<file path="src/rtl/pll_reconfig_ctrl.sv">
// pll_reconfig_ctrl: initiator-side controller for the Gowin rPLL dynamic
// divider interface. Sequences PLL reset, waits for lock with timeout and
// retries, holds the downstream reset until lock is stable, and accepts
// runtime divider changes over a valid/ready handshake.
// Optional: define PLL_LOCK_LOSS_COUNT_EN to build the lock-loss counter.
module pll_reconfig_ctrl #(
    parameter int DEF_IDIV     = 4,
    parameter int DEF_FBDIV    = 11,
    parameter int DEF_ODIV     = 8,
    parameter int RESET_CYCLES = 32,
    parameter int LOCK_TIMEOUT = 27000,
    parameter int LOCK_STABLE  = 1024,
    parameter int MAX_RETRIES  = 3
) (
    input  logic       clk,
    input  logic       reset,
    input  logic       cfg_valid,
    output logic       cfg_ready,
    input  logic [5:0] cfg_idiv,
    input  logic [5:0] cfg_fbdiv,
    input  logic [5:0] cfg_odiv,
    input  logic       pll_lock,
    output logic       pll_reset,
    output logic [5:0] pll_idsel,
    output logic [5:0] pll_fbdsel,
    output logic [5:0] pll_odsel,
    output logic       sys_reset,
    output logic       locked,
    output logic       err,
    output logic [7:0] lock_loss_cnt
);

    localparam logic [2:0] HOLD   = 3'd0;
    localparam logic [2:0] WAIT   = 3'd1;
    localparam logic [2:0] STABLE = 3'd2;
    localparam logic [2:0] RUN    = 3'd3;
    localparam logic [2:0] FAIL   = 3'd4;

    localparam int HW = $clog2(RESET_CYCLES) + 1;
    localparam int WW = $clog2(LOCK_TIMEOUT) + 1;
    localparam int SW = $clog2(LOCK_STABLE) + 1;
    localparam int RW = $clog2(MAX_RETRIES) + 1;

    // Selects are driven inverted onto the PLL pins.
    localparam logic [5:0] DEF_IDSEL  = 6'(63 - DEF_IDIV);
    localparam logic [5:0] DEF_FBDSEL = 6'(63 - DEF_FBDIV);
    localparam logic [5:0] DEF_ODSEL  = 6'(63 - DEF_ODIV);

    logic [2:0]    state, state_nx;
    logic [HW-1:0] hold_cnt, hold_nx;
    logic [WW-1:0] wait_cnt, wait_nx;
    logic [SW-1:0] stab_cnt, stab_nx;
    logic [RW-1:0] retry, retry_nx;
    logic          lock_s1, lock_s;
    logic          xfer, loss;

    assign xfer = cfg_valid && cfg_ready;

    // Two-flop synchronizer for the asynchronous PLL LOCK output
    always_ff @(posedge clk) begin
        if (reset) begin
            lock_s1 <= 1'b0;
            lock_s  <= 1'b0;
        end else begin
            lock_s1 <= pll_lock;
            lock_s  <= lock_s1;
        end
    end

    // Next-state and counter update; a config transfer overrides everything
    always_comb begin
        state_nx = state;
        hold_nx  = hold_cnt;
        wait_nx  = wait_cnt;
        stab_nx  = stab_cnt;
        retry_nx = retry;
        loss     = 1'b0;
        case (state)
            HOLD: begin
                if (hold_cnt == HW'(RESET_CYCLES - 1)) begin
                    state_nx = WAIT;
                    wait_nx  = '0;
                end else begin
                    hold_nx = hold_cnt + 1'b1;
                end
            end
            WAIT: begin
                if (lock_s) begin
                    state_nx = STABLE;
                    stab_nx  = '0;
                end else if (wait_cnt == WW'(LOCK_TIMEOUT - 1)) begin
                    if (retry != RW'(MAX_RETRIES)) begin
                        retry_nx = retry + 1'b1;
                        state_nx = HOLD;
                        hold_nx  = '0;
                    end else begin
                        state_nx = FAIL;
                    end
                end else begin
                    wait_nx = wait_cnt + 1'b1;
                end
            end
            STABLE: begin
                if (!lock_s) begin
                    state_nx = WAIT;
                    wait_nx  = '0;
                end else if (stab_cnt == SW'(LOCK_STABLE - 1)) begin
                    state_nx = RUN;
                end else begin
                    stab_nx = stab_cnt + 1'b1;
                end
            end
            RUN: begin
                if (!lock_s) begin
                    state_nx = HOLD;
                    hold_nx  = '0;
                    retry_nx = '0;
                    loss     = 1'b1;
                end
            end
            FAIL: ;
            default: begin
                state_nx = HOLD;
                hold_nx  = '0;
            end
        endcase
        if (xfer) begin
            state_nx = HOLD;
            hold_nx  = '0;
            retry_nx = '0;
            loss     = 1'b0;
        end
    end

    // State, counters and registered outputs decoded from the next state
    always_ff @(posedge clk) begin
        if (reset) begin
            state      <= HOLD;
            hold_cnt   <= '0;
            wait_cnt   <= '0;
            stab_cnt   <= '0;
            retry      <= '0;
            pll_reset  <= 1'b1;
            sys_reset  <= 1'b1;
            locked     <= 1'b0;
            err        <= 1'b0;
            cfg_ready  <= 1'b0;
            pll_idsel  <= DEF_IDSEL;
            pll_fbdsel <= DEF_FBDSEL;
            pll_odsel  <= DEF_ODSEL;
        end else begin
            state     <= state_nx;
            hold_cnt  <= hold_nx;
            wait_cnt  <= wait_nx;
            stab_cnt  <= stab_nx;
            retry     <= retry_nx;
            pll_reset <= (state_nx == HOLD) || (state_nx == FAIL);
            sys_reset <= (state_nx != RUN);
            locked    <= (state_nx == RUN);
            err       <= (state_nx == FAIL);
            cfg_ready <= (state_nx == RUN) || (state_nx == FAIL);
            if (xfer) begin
                pll_idsel  <= ~cfg_idiv;
                pll_fbdsel <= ~cfg_fbdiv;
                pll_odsel  <= ~cfg_odiv;
            end
        end
    end

`ifdef PLL_LOCK_LOSS_COUNT_EN
    // Saturating count of RUN-to-HOLD drops caused by lock loss
    always_ff @(posedge clk) begin
        if (reset)
            lock_loss_cnt <= 8'd0;
        else if (loss && lock_loss_cnt != 8'hff)
            lock_loss_cnt <= lock_loss_cnt + 8'd1;
    end
`else
    logic unused_loss;
    assign unused_loss   = loss;
    assign lock_loss_cnt = 8'd0;
`endif

endmodule

</file>
<file path="config.mk">
export PLATFORM = sky130hd
export DESIGN_NAME = pll_reconfig_ctrl
export DESIGN_NICKNAME = d
export VERILOG_FILES = /design/src/rtl/pll_reconfig_ctrl.sv
export SDC_FILE = /design/constraint.sdc
export NUM_CORES = 1
export LEC_CHECK = 0
export ABC_AREA = 1
export CELL_PAD_IN_SITES_DETAIL_PLACEMENT = 0
export CELL_PAD_IN_SITES_GLOBAL_PLACEMENT = 1
export CORE_AREA = 4 4 98 100
export CTS_CLUSTER_DIAMETER = 40
export CTS_CLUSTER_SIZE = 16
export DETAILED_ROUTE_END_ITERATION = 8
export DIE_AREA = 0 0 102 104
export PLACE_DENSITY = 0.79
export REMOVE_ABC_BUFFERS = 1
export SETUP_SLACK_MARGIN = 0.3
export SYNTH_ARGS = -nofsm -noshare
export SYNTH_HDL_FRONTEND = slang
export SYNTH_SLANG_ARGS = --single-unit
export TNS_END_PERCENT = 10
</file>
<file path="constraint.sdc">
create_clock -name clk -period 1.94 [get_ports clk]
set_clock_uncertainty 0.1 [all_clocks]
set_input_delay 0.194 -clock clk [delete_from_list [all_inputs] [get_ports clk]]
set_output_delay 0.194 -clock clk [all_outputs]
set_load 0.01 [all_outputs]
</file>
==> impl_metrics.tcl, run 1 <==
set metrics [dict create \
    synth_top_area_cell "dfxtp_1" \
    fmax_ghz 0.632 \
    avgSynthCellArea_um2 6.62 \
    ff_latch_area_um2 1300 \
    dp_hpwl_um 6050 \
    vdd_drop_max_uv 388 \
    grt.total_usage_pct 16.4 \
    holdPathEnd "lock_s1$_SDFF_PP0_" \
    detail-route-antenna-nets 0 \
    post-route-min-period_ns 1.58 \
    synth_area_um2 3270 \
    finalWorstSetupSlack_ns 0.359 \
    remaining_drc_errors 0 \
    power_leakage_nw 1.67 \
    core-area_um2 8680 \
    die_w_um 102 \
    hold_start "pll_lock" \
    finalSetupViolCount 0 \
    crit_type "reg2reg" \
    ys.warnings.count 0 \
    cts_root_buffer "clkbuf_8" \
    diodes 0 \
    timing.final.crit_share_pct 81.5 \
    outcome "completed" \
    cp_max_fo 8 \
    yosysSeqAreaShare_pct 39.2 \
    syn2layout_area_growth_pct 36.3 \
    r2r-start "hold_cnt[0]$_SDFFE_PP0P_" \
    fin_setup_tns_ns 0 \
    die_y_um 104 \
    htreeDepth 3 \
    worstHoldPathCells 3 \
    synth_ff_type "dfxtp_1" \
    synthDistinctLibCells 28 \
    drt_iter0_markers 111 \
    fin_cells 680 \
    synthArstFlopShare_pct 0 \
    p_per_area_nw_per_um2 619 \
    rsz0062_at_grt "true" \
    rows 34 \
    worstSetupStartpointType "flop" \
    wire_per_inst_um 12.4 \
    yosys.area.top_type_share_pct 39.2 \
    whs_ns 0.287 \
    cts_sinks 64 \
    pre_cts_slack_ns 0.0505 \
    cts_tree "done" \
    synth-edff-count 0 \
    grt_pass1_vias 3077 \
    grt_max_degree 27 \
    grt_pass1_wl_um 14200 \
    synth-seq-cells 64 \
    ioPinCount 53 \
    hold_viol 0 \
    syn_inst 494 \
    multi_input_area_um2 1920 \
    drtPass1Iterations 4 \
    nNetsFinal 594 \
    drive_above_1_share_pct 19.8 \
    power.total_w 0.00276 \
    routed_wl_um 8450 \
    dieArea_um2 10600 \
    dp_cells 655 \
    antenna_found_initial 0 \
    reg2reg_setup_slack_ns 0.36 \
    worstPathArrival_ns 1.71 \
    reg2regPathDepth 9 \
    cts_made_buffers 9 \
    viasPerCell 4.79 \
    nFillCells 893 \
    place_congestion 0.834 \
    hold_path_class "in2reg" \
    clock_tree.buffer_depth 2 \
    crit_required_ns 2.07 \
    vias 3255 \
    worstSetupEndpointType "flop" \
    clk_latency_ns 0.34 \
    cap_violations 0 \
    r2r-end "wait_cnt[7]$_SDFFE_PP0P_" \
    finalMaxSlewViolations 0 \
    overflow 0 \
    clk_pin_slew_ns 0.08 \
    io_buffers 44 \
    start_util_pct 37.7 \
    synthTopCellsByArea "dfxtp_1 (39%), nand2_1 (15%), nor2_1 (8.4%)" \
]
cell type report:
class	count	area share, %
Clock inverter	7	2.30
Tap cell	108	3.03
Sequential cell	64	29.2
Timing Repair Buffer	74	15.3
Multi-Input combinational cell	370	43.0
Clock buffer	9	2.78
Inverter	48	4.43
per-layer routing:
metal | vias to the layer above | global-route usage, % | routed length, um | part of all wire [%]
li1 | 1726 | - | - | -
met1 | 1463 | 20.9 | 3910 | 46
met2 | 51 | 26.0 | 4000 | 47
met3 | 15 | 4.96 | 390 | 4.6
met4 | 0 | 5.81 | 145 | 1.7
met5 | - | 0 | 0 | 0
worst max-delay path: stages (launching register included):
cell	delay, ns
dfxtp_2	0.36
ha_4	0.16
nand3_4	0.08
o21ai_2	0.14
nand2_2	0.10
nor2_8	0.17
nand2_8	0.12
buf_12	0.15
nand2_1	0.05
a21oi_1	0.05
what timing repair did:
item                       4_1_cts  5_1_grt
hold buffers                     0        0
setup endpoints to repair       39       43
gates cloned                     1        0
pin swaps                        7       22
buffers inserted                 2        6
gates resized for setup         25       51
power breakdown:
part	total, W	internal (W)	switching (W)
clock network	0.00132	0.000737	0.000587
logic	0.000108	0.0000592	0.0000492
registers	0.00133	0.00132	0.00000897
total	0.00276	0.00212	0.000646
sequential cells by signal (all words and copies together), names as in the netlist:
name	cells
sys_reset	1
err	1
pll_reset	1
state	3
wait_cnt	16
hold_cnt	6
pll_fbdsel	6
lock_s	1
pll_idsel	6
pll_odsel	6
locked	1
lock_s1	1
stab_cnt	11
retry	3
cfg_ready	1
worst max path at each step:
stage	startpoint	to	slack, ns	cells past startpoint
after floorplan	stab_cnt[0]$_SDFFE_PP0P_	stab_cnt[0]$_SDFFE_PP0P_	0.19	8
after global placement	wait_cnt[1]$_SDFFE_PP0P_	wait_cnt[14]$_SDFFE_PP0P_	0.07	8
after detailed placement	wait_cnt[1]$_SDFFE_PP0P_	wait_cnt[14]$_SDFFE_PP0P_	0.05	8
after CTS	stab_cnt[0]$_SDFFE_PP0P_	stab_cnt[10]$_SDFFE_PP0P_	0.27	9
after global routing	state[2]$_SDFF_PP0_	wait_cnt[7]$_SDFFE_PP0P_	0.26	10
final	hold_cnt[0]$_SDFFE_PP0P_	wait_cnt[7]$_SDFFE_PP0P_	0.36	9
cells by family after synthesis:
family | share of synthesized area (%)
AOI/OAI and AO/OA | 13.4
xor gates and xnor gates | 2.14
adders and majority gates | 1.91
buffers and inverters | 9.26
DFF | 39.2
other | 0.115
and+or+nand+nor | 34.0
stage by stage:
| step | instance area [um^2] | utilization, % |
|---|---|---|
| final | 4460 | 51.4 |
| after global placement | 3920 | 45.1 |
| after floorplan | 3180 | - |
| after CTS | 4270 | 49.2 |
| after detailed placement | 3920 | 45.1 |
| after global routing | 4460 | 51.4 |
cell usage after synthesis, types with 2 or more instances:
master	count
nand4_1	12
nand2_2	2
buf_6	2
nand3_2	2
o21ai_0	33
a21oi_1	50
clkbuf_1	9
nand2_1	134
nor2_1	73
nor3_1	4
xor2_1	7
dfxtp_1	64
inv_1	43
inv_2	4
buf_4	8
ha_1	5
nand2_4	2
nand3_1	30
cells in the final DEF, fill, tap and decap left out, types with 7 or more instances in the layout:
cell type,synthesis,layout
nand2_1,134,119
nor2_1,73,63
dfxtp_1,64,52
a21oi_1,50,47
clkdlybuf4s50_1,0,44
inv_1,43,41
o21ai_0,33,28
nand3_1,30,28
buf_4,8,28
nand2_2,2,16
nand4_1,12,12
dfxtp_2,0,10
clkbuf_8,0,9
conb_1,1,8
nor2_2,0,7
xor2_1,7,7
Power figures use the tool's default switching activity.
==> inputs of run 2 (changes only) <==
==> constraint.sdc (replaced) <==
create_clock -name clk -period 1.5 [get_ports clk]
set_clock_uncertainty 0.1 [all_clocks]
set_input_delay 0.15 -clock clk [delete_from_list [all_inputs] [get_ports clk]]
set_output_delay 0.15 -clock clk [all_outputs]
set_load 0.01 [all_outputs]
==> run 2 against run 1 <==
Effect of this change: the run now ends with setup timing left; final cell count increased by 9.3%; combinational power grew 51%; sequential power is 29% higher; critical endpoint is now wait_cnt[5]$_SDFFE_PP0P_; largest power group unchanged.
==> impl_metrics.tcl, run 2 (synthesis results as in run 1) <==
set metrics [dict create \
    start_util_pct 37.7 \
    power_leakage_nw 2.14 \
    violations "setup timing" \
    core-area_um2 8680 \
    clk_latency_ns 0.35 \
    swShare_pct 25.8 \
    cts_tree "done" \
    cts_made_buffers 9 \
    vias 3519 \
    finalSetupViolCount 22 \
    remaining_drc_errors 0 \
    die_w_um 102 \
    hold_start "pll_lock" \
    die_y_um 104 \
    multi_input_area_um2 1990 \
    vdd_drop_max_uv 588 \
    crit_type "reg2reg" \
    r2r-start "hold_cnt[1]$_SDFFE_PP0P_" \
    max_stage_delay_ns 0.35 \
    antenna_found_initial 0 \
    ctsHoldBuffers 0 \
    largest_register_ffs 16 \
    clock_tree.buffer_depth 2 \
    overflow 0 \
    nNetsFinal 657 \
    holdPathEnd "lock_s1$_SDFF_PP0_" \
    grt_pass1_wl_um 14500 \
    rsz0062_at_grt "true" \
    drive_above_1_share_pct 30.4 \
    final_cell_mix "nand2_1 (114), buf_4 (85), nor2_1 (66), dfxtp_1 (48), a21oi_1 (44)" \
    nFillCells 821 \
    htreeDepth 3 \
    grt_max_degree 28 \
    hold_path_class "in2reg" \
    fmax_ghz 0.624 \
    finalWorstSetupSlack_ns -0.103 \
    worstSetupStartpointType "flop" \
    pre_cts_slack_ns -0.194 \
    outcome "finished with violations" \
    worstHoldPathCells 3 \
    dieArea_um2 10600 \
    diodes 0 \
    power_frac_seq_pct 52.8 \
    clk_pin_slew_ns 0.08 \
    drt_iter0_markers 113 \
    regMostFlops "wait_cnt" \
    drtPass1Iterations 5 \
    hold_viol 0 \
    reg2regPathDepth 9 \
    critical_path_buf_inv_count 1 \
    worstPathArrival_ns 1.74 \
    grt_pass1_vias 3263 \
    wire_per_inst_um 12.3 \
    io_buffers 44 \
    timing.final.crit_share_pct 107 \
    path_cells "ha_4 > nand3_4 > o21ai_2 > nand2_2 > nor2_8 > nand2_8 > clkbuf_16 > nand2_2 > a21oi_2" \
    reg2reg_setup_slack_ns -0.10 \
    ioPinCount 53 \
    p_int_w 0.00241 \
    worstSetupEndpointType "flop" \
    ff_latch_area_um2 1310 \
    r2r-end "wait_cnt[5]$_SDFFE_PP0P_" \
    cts_root_buffer "clkbuf_8" \
    post-route-min-period_ns 1.60 \
    grt.total_usage_pct 16.8 \
    dp_hpwl_um 6590 \
    place_congestion 0.835 \
    crit_required_ns 1.64 \
    switchingPower_w 0.000838 \
    cp_slowest_cell "dfxtp_2" \
    crit_path_frequent_cell "nand2_2" \
    whs_ns 0.226 \
    cp_max_fo 8 \
    syn2layout_area_growth_pct 55.4 \
    rows 34 \
    layout_commonest_cell "nand2_1" \
    p_comb_share_pct 5.0 \
    viasPerCell 4.74 \
    cts_sinks 64 \
    routed_wl_um 9110 \
    finalMaxSlewViolations 0 \
    cap_violations 0 \
    detail-route-antenna-nets 0 \
    p_per_area_nw_per_um2 639 \
    cp_top_family "simple AND/OR/NAND/NOR gates" \
    top_regs "wait_cnt (16), stab_cnt (11)" \
    p_clk_share_pct 42.2 \
    fin_setup_tns_ns -1.69 \
]
run 2: cell count changes in the layout (fill, tap and decap cells not counted), moves of 5 or more:
cell and delta:
dlymetal6s2s_1 +22, clkdlybuf4s50_1 -23, nand2_1 -5, buf_4 +57, o21ai_1 +8, o21ai_0 -7
run 2: how the worst max path moves through the flow:
| stage | from | slack, ns | cells after the start | endpoint |
|---|---|---|---|---|
| after floorplan | stab_cnt[0]$_SDFFE_PP0P_ | -0.25 | 8 | stab_cnt[0]$_SDFFE_PP0P_ |
| after global placement | hold_cnt[0]$_SDFFE_PP0P_ | -0.13 | 9 | wait_cnt[14]$_SDFFE_PP0P_ |
| after detailed placement | hold_cnt[0]$_SDFFE_PP0P_ | -0.19 | 9 | wait_cnt[5]$_SDFFE_PP0P_ |
| after CTS | hold_cnt[0]$_SDFFE_PP0P_ | -0.06 | 11 | hold_cnt[1]$_SDFFE_PP0P_ |
| after global routing | hold_cnt[1]$_SDFFE_PP0P_ | -0.18 | 9 | wait_cnt[14]$_SDFFE_PP0P_ |
| final | hold_cnt[1]$_SDFFE_PP0P_ | -0.10 | 9 | wait_cnt[5]$_SDFFE_PP0P_ |
run 2: what timing repair did:
action / CTS / global route
gates cloned: 0 / 1
endpoints found under the setup margin: 67 / 80
resized for setup: 47 / 87
pin swaps: 9 / 15
buffers inserted: 1 / 3
run 2: area by class of cell:
class,count,area share (%)
well taps,108,2.66
clock buffers,9,2.44
clock inverters,7,1.11
inverters,48,3.84
multi-input cells,369,39.1
repair buffers,138,25.2
flip-flops and latches,64,25.7
run 2: routing by layer:
layer / track usage (%) / vias to the layer above / wire length, um
met5: 0 / - / 0
met4: 5.53 / 0 / 106
met3: 4.69 / 10 / 413
met2: 27.3 / 65 / 4510
met1: 21.3 / 1591 / 4080
li1: - / 1853 / -
run 2: power by group through the flow:
stage / Clock, W / Sequential, W / Combinational (W)
floorplan: 0 / 0.00175 / 0.0000397
global placement: 0 / 0.00175 / 0.000150
detailed placement: 0 / 0.00175 / 0.000150
CTS: 0.00141 / 0.00172 / 0.000158
global route: 0.00148 / 0.00171 / 0.000178
finish: 0.00137 / 0.00171 / 0.000163
run 2: worst min-delay path: cells and delay by family:
| family | cells | cell delay, ns |
|---|---|---|
| buffers and inverters | 2 | 0.45 |
| AND/OR/NAND/NOR | 1 | 0.03 |
run 2: stage by stage:
| stage | cells | cell area [um^2] | total power (W) | utilization, % |
|---|---|---|---|---|
| after detailed placement | 722 | 4440 | 0.00190 | 51.2 |
| after floorplan | 481 | 3180 | 0.00179 | - |
| final | 743 | 5080 | 0.00325 | 58.6 |
| after global routing | 743 | 5080 | 0.00337 | 58.6 |
| after global placement | 722 | 4440 | 0.00190 | 51.2 |
| after CTS | 739 | 4760 | 0.00329 | 54.9 |
==> inputs of run 3 (changes only) <==
--- a/config.mk
+++ b/config.mk
@@ -5,15 +5,14 @@
 export SDC_FILE = /design/constraint.sdc
 export NUM_CORES = 1
 export LEC_CHECK = 0
-export ABC_AREA = 1
 export CELL_PAD_IN_SITES_DETAIL_PLACEMENT = 0
 export CELL_PAD_IN_SITES_GLOBAL_PLACEMENT = 1
-export CORE_AREA = 4 4 98 100
+export CORE_AREA = 2 2 91 93
 export CTS_CLUSTER_DIAMETER = 40
 export CTS_CLUSTER_SIZE = 16
 export DETAILED_ROUTE_END_ITERATION = 8
-export DIE_AREA = 0 0 102 104
-export PLACE_DENSITY = 0.79
+export DIE_AREA = 0 0 93 95
+export PLACE_DENSITY = 0.78
 export REMOVE_ABC_BUFFERS = 1
 export SETUP_SLACK_MARGIN = 0.3
 export SYNTH_ARGS = -nofsm -noshare
==> constraint.sdc (replaced) <==
create_clock -name clk -period 1.8 [get_ports clk]
set_clock_uncertainty 0.1 [all_clocks]
set_input_delay 0.18 -clock clk [delete_from_list [all_inputs] [get_ports clk]]
set_output_delay 0.18 -clock clk [all_outputs]
set_load 0.01 [all_outputs]
==> run 3 against run 2 <==
Effect of this change: core utilization shrank 2.9 points; sequential power shrank 17%; largest power group unchanged; critical endpoint is now hold_cnt[2]$_SDFFE_PP0P_; clock-buffer cell count grew 1; combinational power shrank 14%; the flow still finishes with violations (setup timing); wire length shrank 20%; critical path type unchanged; setup slack lost 0.31 ns.
==> impl_metrics.tcl, run 3 <==
set metrics [dict create \
    start_util_pct 37.8 \
    rsz0062_at_grt "true" \
    grt_pass1_vias 2722 \
    detail-route-antenna-nets 0 \
    grt_pass1_wl_um 12200 \
    io_buffers 44 \
    post-route-cell-area_um2 4410 \
    cts_root_buffer "clkbuf_8" \
    finalSetupViolCount 30 \
    hold_viol 0 \
    cts_tree "done" \
    max_stage_delay_ns 0.54 \
    drt_iter0_markers 79 \
    overflow 0 \
    clock_tree.buffer_depth 2 \
    synth-seq-cells 64 \
    dp_cells 536 \
    post-route-min-period_ns 2.21 \
    synth_top_area_cell "dfxtp_1" \
    rows 33 \
    core-area_um2 7930 \
    cts_sinks 64 \
    critical_path_buf_inv_count 0 \
    remaining_drc_errors 0 \
    cts_made_buffers 9 \
    p_clk_share_pct 47.3 \
    clk_latency_ns 0.34 \
    cap_violations 0 \
    power_leakage_nw 1.68 \
    die_w_um 93 \
    grt.total_usage_pct 17.3 \
    syn_inst 343 \
    swShare_pct 21.7 \
    finalWorstSetupSlack_ns -0.411 \
    ioPinCount 53 \
    worstSetupStartpointType "flop" \
    clk_pin_slew_ns 0.07 \
    synthDistinctLibCells 58 \
    fin_setup_tns_ns -6.81 \
    grt_max_degree 27 \
    p_int_w 0.00232 \
    switchingPower_w 0.000645 \
    power_frac_seq_pct 48.0 \
    finalMaxSlewViolations 0 \
    vdd_drop_max_uv 384 \
    drtPass1Iterations 4 \
    routed_wl_um 7270 \
    regMostFlops "wait_cnt" \
    cp_slowest_cell "or4_4" \
    cp_top_family "simple AND/OR/NAND/NOR gates" \
    p_comb_share_pct 4.7 \
    worstPathArrival_ns 2.39 \
    final_util_pct 55.7 \
    fmax_ghz 0.452 \
    hold_path_class "in2reg" \
    outcome "finished with violations" \
    drive_above_1_share_pct 29.9 \
    synthTopCellsByArea "dfxtp_1 (43%), nor2_1 (5.0%), a211o_1 (4.4%)" \
    yosys-top-cells-count "dfxtp_1 (64), nor2_1 (40), nand2_1 (22)" \
    dp_hpwl_um 5200 \
    ys.warnings.count 0 \
    viasPerCell 5.08 \
    dieArea_um2 8840 \
    diodes 0 \
    synthArstFlopShare_pct 0 \
    whs_ns 0.299 \
    final_cell_mix "buf_4 (55), dfxtp_1 (52), nor2_1 (40), clkdlybuf4s50_1 (23), nand2_1 (21)" \
    synth_area_um2 3000 \
    p_per_area_nw_per_um2 673 \
    worstSetupEndpointType "flop" \
    yosys.area.top_type_share_pct 42.7 \
    violations "setup timing" \
    timing.final.crit_share_pct 123 \
    synth_ff_type "dfxtp_1" \
    die_y_um 95 \
    syn2layout_area_growth_pct 47.1 \
    fin_cells 553 \
    synth.most_common_cell "dfxtp_1" \
    layout_commonest_cell "buf_4" \
    vias 2812 \
    antenna_found_initial 0 \
    nNetsFinal 470 \
    path_cells "or4b_1 > or4_4 > or3_4 > a21boi_2 > mux2i_1" \
    htreeDepth 3 \
    cp_max_fo 3 \
    yosysSeqAreaShare_pct 42.7 \
    wire_per_inst_um 13.2 \
    crit_type "reg2reg" \
    largest_register_ffs 16 \
    placed_area_um2 3950 \
    synth-edff-count 0 \
    crit_required_ns 1.97 \
    top_regs "wait_cnt (16), stab_cnt (11)" \
    avgSynthCellArea_um2 8.74 \
    place_congestion 0.790 \
]
-- run 3: path summary, 6_finish.rpt --
path | to | startpoint | slack, ns | cells after the start
max reg2reg | hold_cnt[2]$_SDFFE_PP0P_ | wait_cnt[3]$_SDFFE_PP0P_ | -0.41 | 5
min | lock_s1$_SDFF_PP0_ | pll_lock | 0.30 | 2
max | hold_cnt[2]$_SDFFE_PP0P_ | wait_cnt[3]$_SDFFE_PP0P_ | -0.41 | 5
min reg2reg | pll_idsel[4]$_SDFFE_PP1P_ | pll_idsel[4]$_SDFFE_PP1P_ | 0.36 | 1
-- run 3: power groups by stage --
stage	Sequential (W)	Combinational [W]	Clock, W
3_3_place_gp	0.00146	0.000135	0
6_report	0.00142	0.000140	0.00140
5_1_grt	0.00142	0.000154	0.00152
4_1_cts	0.00143	0.000139	0.00145
2_1_floorplan	0.00146	0.0000406	0
3_5_place_dp	0.00146	0.000137	0
-- run 3: area by class of cell --
class,instances,area [um^2]
multi-input combinational,257,1790
fill,730,3520
sequential,64,1300
inverter,5,18.8
clock buffer,10,138
tap,105,131
clock inverter,6,90.1
timing repair buffer,106,938
-- run 3: through the flow --
stage / power, W / setup slack (ns)
after CTS: 0.00302 / -0.424
after floorplan: 0.00150 / -0.437
after global routing: 0.00310 / -0.511
after detailed placement: 0.00160 / -0.420
after global placement: 0.00160 / -0.405
final: 0.00297 / -0.411
-- run 3: layer usage --
layer | track usage [%] | part of all wire [%] | vias to the layer above
li1 | - | - | 1425
met1 | 20.3 | 44 | 1336
met2 | 31.2 | 52 | 46
met3 | 4.95 | 3.6 | 5
met4 | 4.41 | 0.82 | 0
met5 | 0 | 0 | -
-- run 3: cell families (layout without fill, tap and decap cells) --
group,count (synthesis),in the layout,share of synthesized area [%]
other cells,1,8,0.125
compound gates,74,74,17.0
simple gates,152,152,27.4
mux,9,9,3.05
xor+xnor,9,9,2.63
flops,64,64,42.7
buf+inv,29,127,5.01
fa+ha+maj,5,5,2.09
-- run 3: repair_timing --
item	4_1_cts	5_1_grt
hold buffers	0	0
pin swaps	34	27
setup buffers	1	0
setup endpoints to repair	60	47
resized for setup	64	18
